**config.mk**
```make
export PLATFORM = sky130hd
export DESIGN_NAME = cv32e40p_instr_obi_arbiter_flat
export DESIGN_NICKNAME = d
export VERILOG_FILES = /design/src/rtl/cv32e40p_pkg.sv /design/src/rtl/cv32e40p_instr_obi_arbiter_if.sv /design/src/rtl/cv32e40p_fifo.sv /design/src/rtl/cv32e40p_instr_obi_arbiter.sv /design/src/flat_wrapper.sv
export SDC_FILE = /design/constraint.sdc
export NUM_CORES = 1
export LEC_CHECK = 0
export ABC_AREA = 1
export CORE_ASPECT_RATIO = 1.5
export CORE_MARGIN = 2
export CORE_UTILIZATION = 28
export DETAILED_ROUTE_END_ITERATION = 6
export HOLD_SLACK_MARGIN = 0.02
export PLACE_DENSITY_LB_ADDON = 0.08
export RECOVER_POWER = 25
export SYNTH_ARGS = -nofsm -noshare
export SYNTH_HDL_FRONTEND = slang
export SYNTH_SLANG_ARGS = --single-unit
export TNS_END_PERCENT = 30
```
**constraint.sdc**
```tcl
create_clock -name clk -period 4.2 [get_ports clk]
set_input_delay 0.42 -clock clk [delete_from_list [all_inputs] [get_ports clk]]
set_output_delay 0.42 -clock clk [all_outputs]
set_load 0.02 [all_outputs]
```
**src/rtl/cv32e40p_pkg.sv**
```systemverilog
// rtl/cv32e40p_pkg.sv - shared constants for the instruction-side OBI arbiter
package cv32e40p_pkg;

    // Master identifiers as stored in the arbiter owner FIFO
    localparam logic INSTR_ARB_M0 = 1'b0;
    localparam logic INSTR_ARB_M1 = 1'b1;

endpackage

```
**src/rtl/cv32e40p_instr_obi_arbiter_if.sv**
```systemverilog
// rtl/cv32e40p_instr_obi_arbiter_if.sv - requester and instr bus signals of the OBI arbiter
interface cv32e40p_instr_obi_arbiter_if;

    logic        m0_req_i;
    logic [31:0] m0_addr_i;
    logic        m0_gnt_o;
    logic        m0_rvalid_o;

    logic        m1_req_i;
    logic [31:0] m1_addr_i;
    logic        m1_gnt_o;
    logic        m1_rvalid_o;

    logic [31:0] m_rdata_o;
    logic        m_err_o;

    logic        instr_req_o;
    logic [31:0] instr_addr_o;
    logic        instr_gnt_i;
    logic        instr_rvalid_i;
    logic [31:0] instr_rdata_i;
    logic        instr_err_i;

    logic        busy_o;

    // Arbiter view
    modport slave (
        input  m0_req_i, m0_addr_i, m1_req_i, m1_addr_i,
        input  instr_gnt_i, instr_rvalid_i, instr_rdata_i, instr_err_i,
        output m0_gnt_o, m0_rvalid_o, m1_gnt_o, m1_rvalid_o,
        output m_rdata_o, m_err_o, instr_req_o, instr_addr_o, busy_o
    );

    // Requesters plus memory view
    modport master (
        output m0_req_i, m0_addr_i, m1_req_i, m1_addr_i,
        output instr_gnt_i, instr_rvalid_i, instr_rdata_i, instr_err_i,
        input  m0_gnt_o, m0_rvalid_o, m1_gnt_o, m1_rvalid_o,
        input  m_rdata_o, m_err_o, instr_req_o, instr_addr_o, busy_o
    );

endinterface

```
**src/rtl/cv32e40p_fifo.sv**
```systemverilog
// rtl/cv32e40p_fifo.sv - small synchronous FIFO with optional fall-through
module cv32e40p_fifo #(
    parameter bit          FALL_THROUGH = 1'b0,
    parameter int unsigned DATA_WIDTH   = 32,
    parameter int unsigned DEPTH        = 8,
    parameter int unsigned ADDR_DEPTH   = (DEPTH > 1) ? $clog2(DEPTH) : 1
) (
    input  logic                  clk_i,
    input  logic                  rst_ni,
    input  logic                  flush_i,
    input  logic                  flush_but_first_i,
    input  logic                  testmode_i,
    output logic                  full_o,
    output logic                  empty_o,
    output logic [ADDR_DEPTH:0]   cnt_o,
    input  logic [DATA_WIDTH-1:0] data_i,
    input  logic                  push_i,
    output logic [DATA_WIDTH-1:0] data_o,
    input  logic                  pop_i
);

    logic [DATA_WIDTH-1:0] mem_q [DEPTH];
    logic [DATA_WIDTH-1:0] mem_d [DEPTH];
    logic [ADDR_DEPTH-1:0] rd_ptr_q, rd_ptr_d;
    logic [ADDR_DEPTH-1:0] wr_ptr_q, wr_ptr_d;
    logic [ADDR_DEPTH:0]   cnt_q, cnt_d;
    logic                  push_ok, pop_ok;
    logic                  testmode_unused;

    // Pointers wrap at DEPTH, which need not fill the pointer width when DEPTH is 1
    function automatic logic [ADDR_DEPTH-1:0] ptr_inc(input logic [ADDR_DEPTH-1:0] p);
        if (p == ADDR_DEPTH'(DEPTH - 1)) begin
            return '0;
        end
        return p + 1'b1;
    endfunction

    assign testmode_unused = testmode_i;
    assign cnt_o   = cnt_q;
    assign full_o  = (cnt_q == (ADDR_DEPTH + 1)'(DEPTH));
    assign empty_o = (cnt_q == '0);
    assign data_o  = (FALL_THROUGH && empty_o) ? data_i : mem_q[rd_ptr_q];

    // An empty fall-through FIFO hands a push straight to a same-cycle pop without storing it
    assign push_ok = push_i && !full_o && !(FALL_THROUGH && empty_o && pop_i);
    assign pop_ok  = pop_i && !empty_o;

    // Next pointer, count and storage contents
    always_comb begin
        mem_d    = mem_q;
        rd_ptr_d = rd_ptr_q;
        wr_ptr_d = wr_ptr_q;
        cnt_d    = cnt_q;
        if (flush_i) begin
            rd_ptr_d = '0;
            wr_ptr_d = '0;
            cnt_d    = '0;
        end else if (flush_but_first_i) begin
            if (!empty_o) begin
                wr_ptr_d = ptr_inc(rd_ptr_q);
                cnt_d    = (ADDR_DEPTH + 1)'(1);
            end
        end else begin
            if (push_ok) begin
                mem_d[wr_ptr_q] = data_i;
                wr_ptr_d        = ptr_inc(wr_ptr_q);
            end
            if (pop_ok) begin
                rd_ptr_d = ptr_inc(rd_ptr_q);
            end
            case ({push_ok, pop_ok})
                2'b10:   cnt_d = cnt_q + 1'b1;
                2'b01:   cnt_d = cnt_q - 1'b1;
                default: cnt_d = cnt_q;
            endcase
        end
    end

    // FIFO state register
    always_ff @(posedge clk_i or negedge rst_ni) begin
        if (!rst_ni) begin
            for (int i = 0; i < int'(DEPTH); i++) begin
                mem_q[i] <= '0;
            end
            rd_ptr_q <= '0;
            wr_ptr_q <= '0;
            cnt_q    <= '0;
        end else begin
            mem_q    <= mem_d;
            rd_ptr_q <= rd_ptr_d;
            wr_ptr_q <= wr_ptr_d;
            cnt_q    <= cnt_d;
        end
    end

endmodule

```
**src/rtl/cv32e40p_instr_obi_arbiter.sv**
```systemverilog
// rtl/cv32e40p_instr_obi_arbiter.sv - two-master round-robin arbiter for the instruction OBI port
module cv32e40p_instr_obi_arbiter
    import cv32e40p_pkg::*;
#(
    parameter int unsigned MAX_OUTSTANDING = 2
) (
    input  logic                          clk,
    input  logic                          rst_n,
    cv32e40p_instr_obi_arbiter_if.slave   bus
);

    localparam int unsigned CNT_W = (MAX_OUTSTANDING > 1) ? $clog2(MAX_OUTSTANDING) : 1;
    localparam logic [CNT_W:0] MAX_CNT = (CNT_W + 1)'(MAX_OUTSTANDING);

    logic           last_q, last_d;
    logic           lock_q, lock_d;
    logic           lock_id_q, lock_id_d;
    logic [CNT_W:0] cnt_q;
    logic           sel;
    logic           sel_req;
    logic [31:0]    sel_addr;
    logic           req_int;
    logic           handshake;
    logic           pop;
    logic           fifo_empty;
    logic           fifo_full_unused;
    logic [0:0]     head;

    // Pick the master: a waited transfer keeps its owner, otherwise round-robin on ties
    always_comb begin
        sel = INSTR_ARB_M0;
        if (lock_q) begin
            sel = lock_id_q;
        end else if (bus.m0_req_i && bus.m1_req_i) begin
            sel = ~last_q;
        end else if (bus.m1_req_i) begin
            sel = INSTR_ARB_M1;
        end
        sel_req  = (sel == INSTR_ARB_M1) ? bus.m1_req_i  : bus.m0_req_i;
        sel_addr = (sel == INSTR_ARB_M1) ? bus.m1_addr_i : bus.m0_addr_i;
    end

    // Only the registered count gates the request, so a response never frees a slot the same cycle
    assign req_int   = rst_n && sel_req && (cnt_q < MAX_CNT);
    assign handshake = req_int && bus.instr_gnt_i;
    // Responses with no recorded owner are dropped
    assign pop       = rst_n && bus.instr_rvalid_i && !fifo_empty;

    assign bus.instr_req_o  = req_int;
    assign bus.instr_addr_o = rst_n ? {sel_addr[31:2], 2'b00} : 32'h0;
    assign bus.m0_gnt_o     = handshake && (sel == INSTR_ARB_M0);
    assign bus.m1_gnt_o     = handshake && (sel == INSTR_ARB_M1);
    assign bus.m0_rvalid_o  = pop && (head == INSTR_ARB_M0);
    assign bus.m1_rvalid_o  = pop && (head == INSTR_ARB_M1);
    assign bus.m_rdata_o    = rst_n ? bus.instr_rdata_i : 32'h0;
    assign bus.m_err_o      = rst_n && bus.instr_err_i;
    assign bus.busy_o       = (cnt_q != '0);

    // Next round-robin pointer and lock; the lock lasts exactly as long as the request waits
    always_comb begin
        last_d    = handshake ? sel : last_q;
        lock_d    = req_int && !bus.instr_gnt_i;
        lock_id_d = lock_d ? sel : lock_id_q;
    end

    // Arbitration state register; master 0 wins the first tie after reset
    always_ff @(posedge clk or negedge rst_n) begin
        if (!rst_n) begin
            last_q    <= INSTR_ARB_M1;
            lock_q    <= 1'b0;
            lock_id_q <= INSTR_ARB_M0;
        end else begin
            last_q    <= last_d;
            lock_q    <= lock_d;
            lock_id_q <= lock_id_d;
        end
    end

    cv32e40p_fifo #(
        .FALL_THROUGH (1'b0),
        .DATA_WIDTH   (1),
        .DEPTH        (MAX_OUTSTANDING)
    ) u_owner_fifo (
        .clk_i             (clk),
        .rst_ni            (rst_n),
        .flush_i           (1'b0),
        .flush_but_first_i (1'b0),
        .testmode_i        (1'b0),
        .full_o            (fifo_full_unused),
        .empty_o           (fifo_empty),
        .cnt_o             (cnt_q),
        .data_i            (sel),
        .push_i            (handshake),
        .data_o            (head),
        .pop_i             (pop)
    );

`ifdef CV32E40P_ASSERT_ON
    a_no_rvalid_when_empty: assert property (@(posedge clk) disable iff (!rst_n)
        bus.instr_rvalid_i |-> !fifo_empty);
    a_locked_req_stable: assert property (@(posedge clk) disable iff (!rst_n)
        lock_q |-> sel_req);
    a_addr_stable_while_waited: assert property (@(posedge clk) disable iff (!rst_n)
        lock_q |-> (bus.instr_addr_o == $past(bus.instr_addr_o)));
    a_single_grant: assert property (@(posedge clk) disable iff (!rst_n)
        !(bus.m0_gnt_o && bus.m1_gnt_o));
`endif

endmodule

```
**src/flat_wrapper.sv**
```systemverilog
// flat-port wrapper written by rule: the top's interface ports become plain ports
module cv32e40p_instr_obi_arbiter_flat import cv32e40p_pkg::*;
#(
    parameter int unsigned MAX_OUTSTANDING = 2
)
  (clk, rst_n, bus_m0_req_i, bus_m0_addr_i, bus_m1_req_i, bus_m1_addr_i, bus_instr_gnt_i, bus_instr_rvalid_i, bus_instr_rdata_i, bus_instr_err_i, bus_m0_gnt_o, bus_m0_rvalid_o, bus_m1_gnt_o, bus_m1_rvalid_o, bus_m_rdata_o, bus_m_err_o, bus_instr_req_o, bus_instr_addr_o, bus_busy_o);
  cv32e40p_instr_obi_arbiter_if bus_i ();
  input  logic clk;
  input  logic rst_n;
  input wire logic [$bits(bus_i.m0_req_i)-1:0] bus_m0_req_i;
  input wire logic [$bits(bus_i.m0_addr_i)-1:0] bus_m0_addr_i;
  input wire logic [$bits(bus_i.m1_req_i)-1:0] bus_m1_req_i;
  input wire logic [$bits(bus_i.m1_addr_i)-1:0] bus_m1_addr_i;
  input wire logic [$bits(bus_i.instr_gnt_i)-1:0] bus_instr_gnt_i;
  input wire logic [$bits(bus_i.instr_rvalid_i)-1:0] bus_instr_rvalid_i;
  input wire logic [$bits(bus_i.instr_rdata_i)-1:0] bus_instr_rdata_i;
  input wire logic [$bits(bus_i.instr_err_i)-1:0] bus_instr_err_i;
  output wire logic [$bits(bus_i.m0_gnt_o)-1:0] bus_m0_gnt_o;
  output wire logic [$bits(bus_i.m0_rvalid_o)-1:0] bus_m0_rvalid_o;
  output wire logic [$bits(bus_i.m1_gnt_o)-1:0] bus_m1_gnt_o;
  output wire logic [$bits(bus_i.m1_rvalid_o)-1:0] bus_m1_rvalid_o;
  output wire logic [$bits(bus_i.m_rdata_o)-1:0] bus_m_rdata_o;
  output wire logic [$bits(bus_i.m_err_o)-1:0] bus_m_err_o;
  output wire logic [$bits(bus_i.instr_req_o)-1:0] bus_instr_req_o;
  output wire logic [$bits(bus_i.instr_addr_o)-1:0] bus_instr_addr_o;
  output wire logic [$bits(bus_i.busy_o)-1:0] bus_busy_o;
  assign bus_i.m0_req_i = bus_m0_req_i;
  assign bus_i.m0_addr_i = bus_m0_addr_i;
  assign bus_i.m1_req_i = bus_m1_req_i;
  assign bus_i.m1_addr_i = bus_m1_addr_i;
  assign bus_i.instr_gnt_i = bus_instr_gnt_i;
  assign bus_i.instr_rvalid_i = bus_instr_rvalid_i;
  assign bus_i.instr_rdata_i = bus_instr_rdata_i;
  assign bus_i.instr_err_i = bus_instr_err_i;
  assign bus_m0_gnt_o = bus_i.m0_gnt_o;
  assign bus_m0_rvalid_o = bus_i.m0_rvalid_o;
  assign bus_m1_gnt_o = bus_i.m1_gnt_o;
  assign bus_m1_rvalid_o = bus_i.m1_rvalid_o;
  assign bus_m_rdata_o = bus_i.m_rdata_o;
  assign bus_m_err_o = bus_i.m_err_o;
  assign bus_instr_req_o = bus_i.instr_req_o;
  assign bus_instr_addr_o = bus_i.instr_addr_o;
  assign bus_busy_o = bus_i.busy_o;
  cv32e40p_instr_obi_arbiter #(.MAX_OUTSTANDING(MAX_OUTSTANDING)) u_core (.clk(clk), .rst_n(rst_n), .bus(bus_i));
endmodule
```
-- Word-level counts from Yosys, hierarchy flattened
Index checks and enable logic that the tools add are counted.
W data, S select, Z words.
- bits in registers: 9
- input port bits: 103
- output and inout port bits: 71
- word-level logic and storage cells: 67
- $add $sub $neg: 4
- magnitude comparators: 4
- eq/ne operators: 3
- multiplexer cells: 22
- bitwise operators: 5
- reduce and logical (&&, ||, !) cells: 21
- operator list (operator ; count):
    $mux W32 ; 3
    $mux W1 ; 16
    $logic_and A1 B1 Y1 ; 15
    $eq A2 B2 Y1 const B ; 2
    $ge A2 B2 Y1 const B ; 2
    $not A1 Y2 ; 2
    $pmux W2 S2 ; 1
    $reduce_bool A2 Y1 ; 2
    $logic_not A1 Y1 ; 3
    $not A1 Y1 ; 3
    $add A1 B1 Y1 const B ; 2
    $add A2 B1 Y2 const B ; 1
    $bwmux W2 ; 1
    $eq A2 B1 Y1 const B ; 1
    $logic_not A2 Y1 ; 1
    $lt A2 B1 Y1 const B ; 1
    $lt A2 B2 Y1 const B ; 1
    $sub A2 B1 Y2 const B ; 1
    $demux W1 S1 ; 1

-- Logic depth before layout (Yosys ltp)
- word-level depth: 10
- mapped depth: 8

-- Modules after synthesis
Synthesis repeated with hierarchy kept, for this count alone.
- cell total of the unflattened synthesis: 273
- area total of the unflattened synthesis: 1370.1 µm²
- by module, submodules not included (module ; instances ; cells each ; area an instance (µm²) ; seq. area each (µm²)):
    cv32e40p_instr_obi_arbiter ; 1 ; 210 ; 960.9 ; 76.3
    cv32e40p_fifo ; 1 ; 63 ; 409.1 ; 150.1

-- Worst setup path after synthesis
Ideal clock, no wire load.
- kind: register to output
- start: register u_core.last_q
- end: output port bus_instr_addr_o[10]
- arrival: 1290 ps
- data required time: 3780 ps
- setup slack: 2490 ps
- stages on the path, launching flop included: 8
- path buffers: 1
- path through: dfstp_2 -> nand2_1 -> nand3_2 -> nand2_4 -> inv_8 -> buf_12 -> nor2_2 -> nor2_1
- cells in the longest elaborated chain, start to end: 5
- ends and longest elaborated chain (item ; line ; text):
    start: declaration ; cv32e40p_instr_obi_arbiter.sv:15 ; logic last_q, last_d;
    start signal: assignment ; cv32e40p_instr_obi_arbiter.sv:73 ; last_q <= last_d;
    $not A1 Y1 ; cv32e40p_instr_obi_arbiter.sv:35 ; sel = ~last_q;
    $mux W1 ; cv32e40p_instr_obi_arbiter.sv:34 ; end else if (bus.m0_req_i && bus.m1_req_i) begin
    $mux W1 ; cv32e40p_instr_obi_arbiter.sv:32 ; if (lock_q) begin
    $mux W32 ; cv32e40p_instr_obi_arbiter.sv:40 ; sel_addr = (sel == INSTR_ARB_M1) ? bus.m1_addr_i : bus.m0_addr_i;
    $mux W32 ; cv32e40p_instr_obi_arbiter.sv:50 ; assign bus.instr_addr_o = rst_n ? {sel_addr[31:2], 2'b00} : 32'h0;
    end: declaration ; flat_wrapper.sv:25 ; output wire logic [$bits(bus_i.instr_addr_o)-1:0] bus_instr_addr_o;
Every way passes these cells.

-- Worst setup path after layout
- start: input port rst_n
- end: output port bus_m0_gnt_o
- cells in the longest elaborated chain, start to end: 4
- ends and longest elaborated chain (item ; line ; text):
    start: declaration ; flat_wrapper.sv:9 ; input logic rst_n;
    $logic_and A1 B1 Y1 (2 in series) ; cv32e40p_instr_obi_arbiter.sv:44 ; assign req_int = rst_n && sel_req && (cnt_q < MAX_CNT);
    $logic_and A1 B1 Y1 ; cv32e40p_instr_obi_arbiter.sv:45 ; assign handshake = req_int && bus.instr_gnt_i;
    $logic_and A1 B1 Y1 ; cv32e40p_instr_obi_arbiter.sv:51 ; assign bus.m0_gnt_o = handshake && (sel == INSTR_ARB_M0);
    end: declaration ; flat_wrapper.sv:18 ; output wire logic [$bits(bus_i.m0_gnt_o)-1:0] bus_m0_gnt_o;
Every way passes these cells.

==> flow_summary.ini <==
[sta]
hold_violations = 0
totalNegativeSetupSlack_ns = 0
clock-skew-final_ns = 0.004180
clock.fmax_mhz = 342.8
report.final.slew_viol_count = 0
timing.max_slew.rel_slack_pct = 57.10
period_share_pct = 69.45
setup_repair_after_global_routing_missed_its_margin = no
worst-slew-pin-transition_ns = 0.6436
finalSetupViolCount = 0
final_critical_delay_including_setup_and_external_delays_ns = 2.917

[finish]
multiInputGateArea_um2 = 812.0
sequential_cell_area_um2 = 226.5
diodes = 0
fillerInstances = 452
final_net_count = 496
area_delta_synth_final_pct = 120.1
final_layout_size_suffix_gt1_share_pct = 11.76
final-instance-count-excl-fill = 457

[clocking]
clock_tree.root_cell = clkbuf_8
cts-root-to-sink-buffers = 2
clkSinkCount = 9
clk_latency_ns = 0.24
cts.repair_timing.setup_buffer_count = 0
cts_repair_resize_count = 0
clock_tree.htree_level_count = 1
tritoncts = built
cts_inserted_buffers = 3
cts_hold_buffers = 0
clkTransAtPathRegs_ns = 0.05

[floorplan]
width_of_the_die_um = 61.09
initial_utilization_pct = 28.69
placement_rows = 31
die_height_um = 89.63
ioPinCount = 174
core_area_um2 = 4771
fp.dieArea_um2 = 5476

[pwr]
power-per-cell-area_nw_per_um2 = 277.5
combPwrFrac_pct = 68.7
worst_vdd_drop_mv = 0.2602
reported_leakage_power_nw = 1.439
p_int_mw = 0.4686
power.total_mw = 0.8360
p_sw_mw = 0.3674
seq_power_share_pct = 18.8
switching_share_pct = 43.95
clockPowerShare_pct = 12.4

[yosys]
synth.largest_area_cell = nor2_2
synthDominantCellAreaShare_pct = 15.54
ys_seq_area_share_pct = 16.54
syn_avg_cell_area_um2 = 5.875
synth-seq-cells = 9
synth_top_cells_by_area = nor2_2 (16%), dfrtp_1 (15%), nand2_1 (13%)
synthesis.instances = 233
ys.warnings.count = 0
netlist_area_um2 = 1369
yosysUniqueCellTypes = 29

[critical_path]
r2r_start = u_core.lock_id_q
timing.rr.end = u_core.u_owner_fifo.cnt_o[1]
timing.reg2reg.worst_path_depth = 8
worstSetupEndpointType = primary output
worst_ep_required_time_ns = 3.78
critPathMaxFanout = 39
worstSetupPathType = primary input to primary output
critPathArrivalTime_ns = 2.50
critPathLaunchType = primary input
r2r_setup_slack_ns = 2.13

[global_route]
first_pass_grt_wire_length_mm = 7.976
grt_remaining_overflow = 0
first_global_vias = 1670
grt_antenna_before_repair = 0
globalRouteTotalUtil_pct = 19.14
grt_start_max_net_pins = 40

[detailed_routing]
drt_pass1_iterations = 4
initialDrtViolationCount = 68
wire_per_inst_um = 12.72
route.vias.total = 1925
detail_route.drc_violations = 0
ant_nets = 0
drt_wl_total_mm = 5.811
viasPerCell = 4.212

[place]
routabilityCongestion = 0.7756
detailed_place_hpwl_mm = 4.675
io_buffer_count = 167
placed_cells_incl_taps = 453

[min_path]
min_delay_path_class = primary input to async pin

[status]
status = complete, no violations

[run]
maxCapViolations = 0
[worst max-delay path, cell delays in order]
cell	delay, ns
buf_2	0.51
nand2_1	0.13
nor2_1	0.29
nand3_1	0.33
nor2_1	0.17
clkdlybuf4s50_1	0.64
[stage by stage]
stage | util (%) | worst slack [ns] | hold slack [ns] | instance area (µm²)
global route | 63.15 | 1.065 | 0.2388 | 3013
CTS | 63.57 | 1.341 | 0.2095 | 3033
global placement | 62.63 | 1.356 | 0.4561 | 2988
detailed placement | 62.63 | 1.345 | 0.4595 | 2988
finish | 63.15 | 1.283 | 0.2046 | 3013
floorplan | - | 2.490 | 0.1244 | 1373
[state kept, by name, indices dropped and copies added (netlist names)]
register,flops
u_core.u_owner_fifo.mem_q,2
u_core.u_owner_fifo.wr_ptr_q,1
u_core.u_owner_fifo.cnt_o,2
u_core.u_owner_fifo.rd_ptr_q,1
u_core.lock_q,1
u_core.lock_id_q,1
u_core.last_q,1
[how the worst max path moves through the flow]
stage / cells past startpoint / end / start / slack (ns)
6_report: 6 / bus_m0_gnt_o / rst_n / 1.28
5_1_grt: 6 / bus_m0_gnt_o / rst_n / 1.06
4_1_cts: 8 / bus_instr_addr_o[26] / bus_m0_req_i / 1.34
3_5_place_dp: 8 / bus_instr_addr_o[12] / bus_m0_req_i / 1.34
3_3_place_gp: 8 / bus_instr_addr_o[12] / bus_m0_req_i / 1.36
2_1_floorplan: 7 / bus_instr_addr_o[10] / u_core.last_q / 2.49
[cell type report]
class | count | share of cell area, %
tap | 66 | 2.741
multi-input combinational | 166 | 26.95
clock buffer | 4 | 1.495
sequential | 9 | 7.517
inverter | 44 | 5.731
timing repair buffer | 168 | 55.56
[cell usage after synthesis]
cell type	instances
nand2_2	1
inv_1	42
clkbuf_1	2
dfstp_2	1
ha_1	1
o21ai_1	4
dfrtp_1	8
buf_12	3
xor2_1	2
inv_8	1
buf_6	3
clkinv_1	1
nand2_1	46
nand3b_1	1
o21ai_0	30
nand3_2	2
nand3_1	1
xnor2_1	1
or2_2	1
nor2_2	34
nand4_1	2
nand2_4	1
buf_2	5
conb_1	1
a21oi_1	1
nand3_4	1
nor2_1	34
buf_4	2
nor2_4	1
[kinds of logic after synthesis]
group                      synth area share, %
and+or+nand+nor                          44.61
adders and majority gates               0.9139
buffers and inverters                    22.94
AOI/OAI and AO/OA                        12.80
xor gates and xnor gates                 1.920
DFF                                      16.54
other                                   0.2740
[power groups by stage]
stage,logic [mW],registers [mW],clock network (mW)
after CTS,0.593,0.158,0.107
after detailed placement,0.588,0.159,0
after global routing,0.628,0.164,0.109
after floorplan,0.363,0.151,0
final,0.575,0.157,0.104
after global placement,0.581,0.158,0
[cells in the final DEF, fill, tap and decap left out, types with 3 or more instances in the layout]
cell type	Yosys	routed
clkdlybuf4s50_1	0	162
nand2_1	46	46
inv_1	42	42
nor2_1	34	35
nor2_2	34	34
o21ai_0	30	31
dfrtp_1	8	8
dlygate4sd3_1	0	4
o21ai_1	4	3
clkbuf_8	0	3
[metal layers]
metal	wire length (µm)	vias up	global-route usage, %
met4	170	0	8.300
met1	2114	815	21.78
met2	3017	93	34.33
li1	-	1003	-
met5	0	-	0
met3	509	14	2.865
No activity file was read; power rests on OpenSTA's default activity.
